**src/rtl/led_pwm_modulator.sv**
```systemverilog
`default_nettype none
// ============================================================================
// Module      : led_pwm_modulator
// Description : Four-channel LED PWM modulator with shared phase counter and
//               synchronized per-channel enables driving registered LEDs.
// Revision    : 1.0 - initial release
// ============================================================================
module led_pwm_modulator #(
    parameter int PRESCALE = 4,
    parameter int PWM_BITS = 4,
    parameter int DUTY0    = 2,
    parameter int DUTY1    = 6,
    parameter int DUTY2    = 10,
    parameter int DUTY3    = 14
) (
    input  logic       clock,
    input  logic       i_reset,
    input  logic [3:0] i_enable,
    output logic [3:0] o_leds
);

    localparam int c_ps_w = (PRESCALE > 1) ? $clog2(PRESCALE) : 1;
    localparam logic [c_ps_w-1:0] c_ps_last = c_ps_w'(PRESCALE - 1);
    localparam logic [PWM_BITS:0] c_duty [4] = '{
        (PWM_BITS+1)'(DUTY0),
        (PWM_BITS+1)'(DUTY1),
        (PWM_BITS+1)'(DUTY2),
        (PWM_BITS+1)'(DUTY3)
    };

    logic [c_ps_w-1:0]   r_prescale;
    logic [PWM_BITS-1:0] r_phase;
    logic [3:0]          r_en_meta;
    logic [3:0]          r_en_sync;
    logic [3:0]          r_leds;
    logic                w_step;
    logic [3:0]          w_hit;

    assign w_step = (r_prescale == c_ps_last);

    always_ff @(posedge clock or negedge i_reset) begin
        if (!i_reset) begin
            r_prescale <= '0;
        end else if (w_step) begin
            r_prescale <= '0;
        end else begin
            r_prescale <= r_prescale + 1'b1;
        end
    end

    // Phase wraps naturally at 2^PWM_BITS; a full-scale duty therefore never misses.
    always_ff @(posedge clock or negedge i_reset) begin
        if (!i_reset) begin
            r_phase <= '0;
        end else if (w_step) begin
            r_phase <= r_phase + 1'b1;
        end
    end

    always_ff @(posedge clock or negedge i_reset) begin
        if (!i_reset) begin
            r_en_meta <= '0;
            r_en_sync <= '0;
        end else begin
            r_en_meta <= i_enable;
            r_en_sync <= r_en_meta;
        end
    end

    for (genvar gi = 0; gi < 4; gi++) begin : g_chan
        assign w_hit[gi] = ({1'b0, r_phase} < c_duty[gi]);
    end

    always_ff @(posedge clock or negedge i_reset) begin
        if (!i_reset) begin
            r_leds <= '0;
        end else begin
            r_leds <= r_en_sync & w_hit;
        end
    end

    assign o_leds = r_leds;

endmodule
`default_nettype wire

```
**config.mk**
```make
export PLATFORM = sky130hd
export DESIGN_NAME = led_pwm_modulator
export DESIGN_NICKNAME = d
export VERILOG_FILES = /design/src/rtl/led_pwm_modulator.sv
export SDC_FILE = /design/constraint.sdc
export NUM_CORES = 1
export LEC_CHECK = 0
export CAP_MARGIN = 20
export CORE_AREA = 10 10 47 49
export CTS_BUF_LIST = sky130_fd_sc_hd__clkbuf_4
export CTS_CLUSTER_DIAMETER = 30
export CTS_CLUSTER_SIZE = 10
export DETAILED_ROUTE_END_ITERATION = 16
export DIE_AREA = 0 0 57 59
export GPL_TIMING_DRIVEN = 1
export MAX_ROUTING_LAYER = met4
export PLACE_DENSITY_LB_ADDON = 0.12
export REMOVE_ABC_BUFFERS = 1
export SLEW_MARGIN = 0
export SYNTH_ARGS = -nofsm -noshare
export SYNTH_HDL_FRONTEND = slang
export SYNTH_SLANG_ARGS = --single-unit
```
**constraint.sdc**
```tcl
create_clock -name clock -period 1.3 [get_ports clock]
set_input_delay 0.13 -clock clock [delete_from_list [all_inputs] [get_ports clock]]
set_output_delay 0.13 -clock clock [all_outputs]
set_load 0.01 [all_outputs]
```
Yosys cells after proc, flatten, opt, wreduce, memory -nomap -nowiden
Index checks and enable logic that the tools add are counted.
Word-level totals
  output and inout port bits: 4
  logic and storage cells: 14
  register bits after elaboration: 18
Cells by class
  add/sub/neg operators: 2
  order comparisons: 4
  mux-type cells: 1
  equal/unequal tests: 1
  bitwise logic cells: 1
Operator list (count)
  4-bit < comparator, second input constant: 2
  4-bit by 1-bit adder with 4-bit output, second input constant: 1
  4-bit AND: 1
  4-bit by 2-bit < comparator with 1-bit output, second input constant: 1
  4-bit by 3-bit < comparator with 1-bit output, second input constant: 1
  2-bit by 1-bit adder with 2-bit output, second input constant: 1
  2-bit equality test, second input constant: 1
  2-bit 2-to-1 mux: 1

Logic depth before layout (Yosys ltp)
  word-level depth: 2
  mapped depth: 3
  depth with buffers taken out: 3

Least setup slack after synthesis
Ideal clock, no wire load.
  kind: flip-flop to flip-flop
  from: reg r_phase[1]
  to: reg r_phase[1]
  path buffers: 0
  clock period less this slack: 1047 ps
  stages on the path, launching flop included: 3
  library setup time: 125 ps
  required time: 1175 ps
  slack: 253 ps
  arrival: 922 ps
  cell sequence: dfrtp_1 ha_1 mux2_2
On the way
  longest elaborated chain between the ends: 1
Ends and longest elaborated chain
  from (decl): line 32  | logic [PWM_BITS-1:0] r_phase;
  from (signal assigned): line 56  | r_phase <= r_phase + 1'b1;
  4-bit by 1-bit adder with 4-bit output: line 56
No other way between the ends.
A chain may end at the register's enable or synchronous reset.

Final worst setup path
Same ends and word-level chain as after synthesis.

==> impl_metrics.env <==
export IMPL_status="completed"
export IMPL_yosysWarningCount=0
export IMPL_tritoncts="done"
export IMPL_worst_slack_ns=0.2062
export IMPL_grt_pass1_vias=345
export IMPL_area_growth_pct=25.77
export IMPL_num_rows=14
export IMPL_powerDensity_nw_per_um2=1212
export IMPL_antenna_found_initial=0
export IMPL_insertion_delay_ns=0.28
export IMPL_portBuffers=9
export IMPL_maxSlewViolCount=0
export IMPL_hold_class="primary input to async pin"
export IMPL_r2r_end="r_phase[1]"
export IMPL_regArea_um2=450.4
export IMPL_worstPathMaxFanout=7
export IMPL_drive_above_1_share_pct=10.64
export IMPL_dp_cells=60
export IMPL_cts_max_level=1
export IMPL_relSlewSlack_pct=80.42
export IMPL_initial_core_util_pct=40.54
export IMPL_worstPathCellList="ha_1, mux2_2"
export IMPL_crit_path_max_incr_delay_ns=0.45
export IMPL_fill_cells=123
export IMPL_grt_max_degree=19
export IMPL_dr_first_iter_drc_count=0
export IMPL_dp_hpwl_um=643
export IMPL_die_height_um=59
export IMPL_cts_root_buf="clkbuf_4"
export IMPL_ys_seq_area_share_pct=79.30
export IMPL_cts_buffers=3
export IMPL_synth_top_cell_by_area="dfrtp_1"
export IMPL_synth_area_top_cells="dfrtp_1 (79%), ha_1 (4.4%), xnor2_1 (3.1%), mux2_2 (2.0%), nor4b_1 (1.5%)"
export IMPL_grt_pass1_wl_um=1442
export IMPL_crit_arrival_ns=1.27
export IMPL_ir_drop_mv=0.5763
export IMPL_timing_max_cap_violations=0
export IMPL_tightest_slew_ns=0.2897
export IMPL_dieArea_um2=3363
export IMPL_cts_sinks=18
export IMPL_dp_slack_ns=0.2102
export IMPL_overflow=0
export IMPL_drcViolationCount=0
export IMPL_drt_wl_total_um=824
export IMPL_synth_top_area_share_pct=79.30
export IMPL_layout_min_cycle_time_ns=1.094
export IMPL_routabilityCongestion=0.6286
export IMPL_cts_setup_buffers=0
export IMPL_hold_viol=0
export IMPL_synth_seq_cells=18
export IMPL_worst_r2r_cell_count=2
export IMPL_critPathLaunchType="flop"
export IMPL_skew_ns=0.005666
export IMPL_nets=57
export IMPL_multi_input_area_um2=110.1
export IMPL_wl_per_cell_um=13.08
export IMPL_fp_dieW_um=57
export IMPL_r2r_start="r_phase[1]"
export IMPL_fin_cells=63
export IMPL_cts_buffer_depth=2
export IMPL_criticalPathCategory="flop to flop"
export IMPL_synth_cells=34
export IMPL_syn_area_per_cell_um2=16.71
export IMPL_cp_slowest_cell="dfrtp_1"
export IMPL_timing_final_crit_share_pct=84.14
export IMPL_timing_fmax_mhz=914.2
export IMPL_endpoint_kind="flop"
export IMPL_reg2reg_setup_slack_ns=0.21
export IMPL_synth_distinct_cells=14
export IMPL_p_leak_nw=0.3888
export IMPL_cp_data_required_time_ns=1.48
export IMPL_setup_viol=0
export IMPL_via_count=300
export IMPL_grtUsageTotal_pct=5.888
export IMPL_vias_per_cell=4.762
export IMPL_clkTransAtPathRegs_ns=0.09
export IMPL_tns_ns=0
export IMPL_ctsHoldBuffers=0
export IMPL_pin_count=10
export IMPL_core_um2=1401
export IMPL_drt_pass1_iterations=1
export IMPL_postRouteAntennaNets=0
export IMPL_n_antenna_cell=0
export IMPL_rsz0062_at_grt="no"
export IMPL_netlist_area_um2=568.0
worst max-delay path by stage:
| stage | from | endpoint | slack [ns] | depth (start not counted) |
|---|---|---|---|---|
| 5_1_grt | r_phase[1] | r_phase[1] | 0.15 | 2 |
| 6_report | r_phase[1] | r_phase[1] | 0.21 | 2 |
| 2_1_floorplan | r_phase[1] | r_phase[1] | 0.25 | 2 |
| 3_3_place_gp | r_phase[1] | r_phase[1] | 0.24 | 2 |
| 3_5_place_dp | r_phase[1] | r_phase[1] | 0.21 | 2 |
| 4_1_cts | o_leds[0] | o_leds[0] | 0.01 | 1 |
per-layer routing:
metal	share of wire, %	global-route usage, %
met1	44	4.631
met3	7.4	3.004
met4	0.85	5.034
met2	48	9.922
met5	0	-
layout by cell type (no fill, tap or decap), drive strengths merged:
master	synthesis	layout
a211oi	1	1
a31oi	1	1
and2	1	1
buf	0	1
clkbuf	0	3
clkdlybuf4s50	0	5
dfrtp	18	18
dlygate4sd2	0	1
dlymetal6s2s	0	3
ha	2	2
inv	2	2
mux2	1	1
nand2	1	1
nand4	1	1
nor2	1	1
nor4b	1	1
o21ai	1	1
xnor2	2	2
xor2	1	1
what timing repair did:
item                                   in CTS  in global routing
endpoints found under the hold margin       0                  0
resized for setup                           1                  3
setup endpoints to repair                   1                  3
cells by family after synthesis:
kind of cell	Yosys count	share of synthesized area (%)
flip-flops	18	79.29
AND/OR/NAND/NOR	5	5.067
AO/OA/AOI/OAI	3	3.304
XOR/XNOR	3	4.626
buffers and inverters	2	1.322
adder cells (fa/ha/maj)	2	4.405
multiplexers	1	1.982
state kept, by name, summed over array words and instances, names as in the netlist:
name,cells
r_prescale,2
r_phase,4
o_leds,4
r_en_sync,4
r_en_meta,4
worst max-delay path: cells and delay by family, from the launching register on:
family / cells / cell delay (ns)
adder cells (fa/ha/maj): 1 / 0.29
multiplexers: 1 / 0.25
flip-flops: 1 / 0.45
cell type report:
cell class | count | area share, %
well taps | 16 | 2.802
multi-input cells | 14 | 15.41
repair buffers | 10 | 14.54
flip-flops and latches | 18 | 63.05
clock buffers | 3 | 3.152
inverters | 2 | 1.051
power breakdown:
group          internal (W)  switching, W  leakage, nW
Sequential         0.000573    0.00000392        0.216
Clock              0.000107      0.000149       0.0138
Combinational     0.0000178     0.0000142        0.159
through the flow:
step	power (W)	hold WS [ns]	cell area (µm²)	util [%]
CTS	0.0008786	0.1715	706.9	50.45
finish	0.0008660	0.1676	714.4	50.98
detailed placement	0.0006238	0.3364	685.7	48.93
global placement	0.0006212	0.3325	685.7	48.93
floorplan	0.0005902	-0.1656	568.0	-
global route	0.0009089	0.1925	714.4	50.98
synthesized netlist by cell type:
library cell and number:
nand2_1 1, nor2_1 1, o21ai_0 1, a31oi_1 1, mux2_2 1, xor2_1 1, xnor2_1 2, inv_1 2
and2_1 1, ha_1 2, nand4_1 1, a211oi_1 1, nor4b_1 1, dfrtp_1 18
No activity file was read; power rests on OpenSTA's default activity.
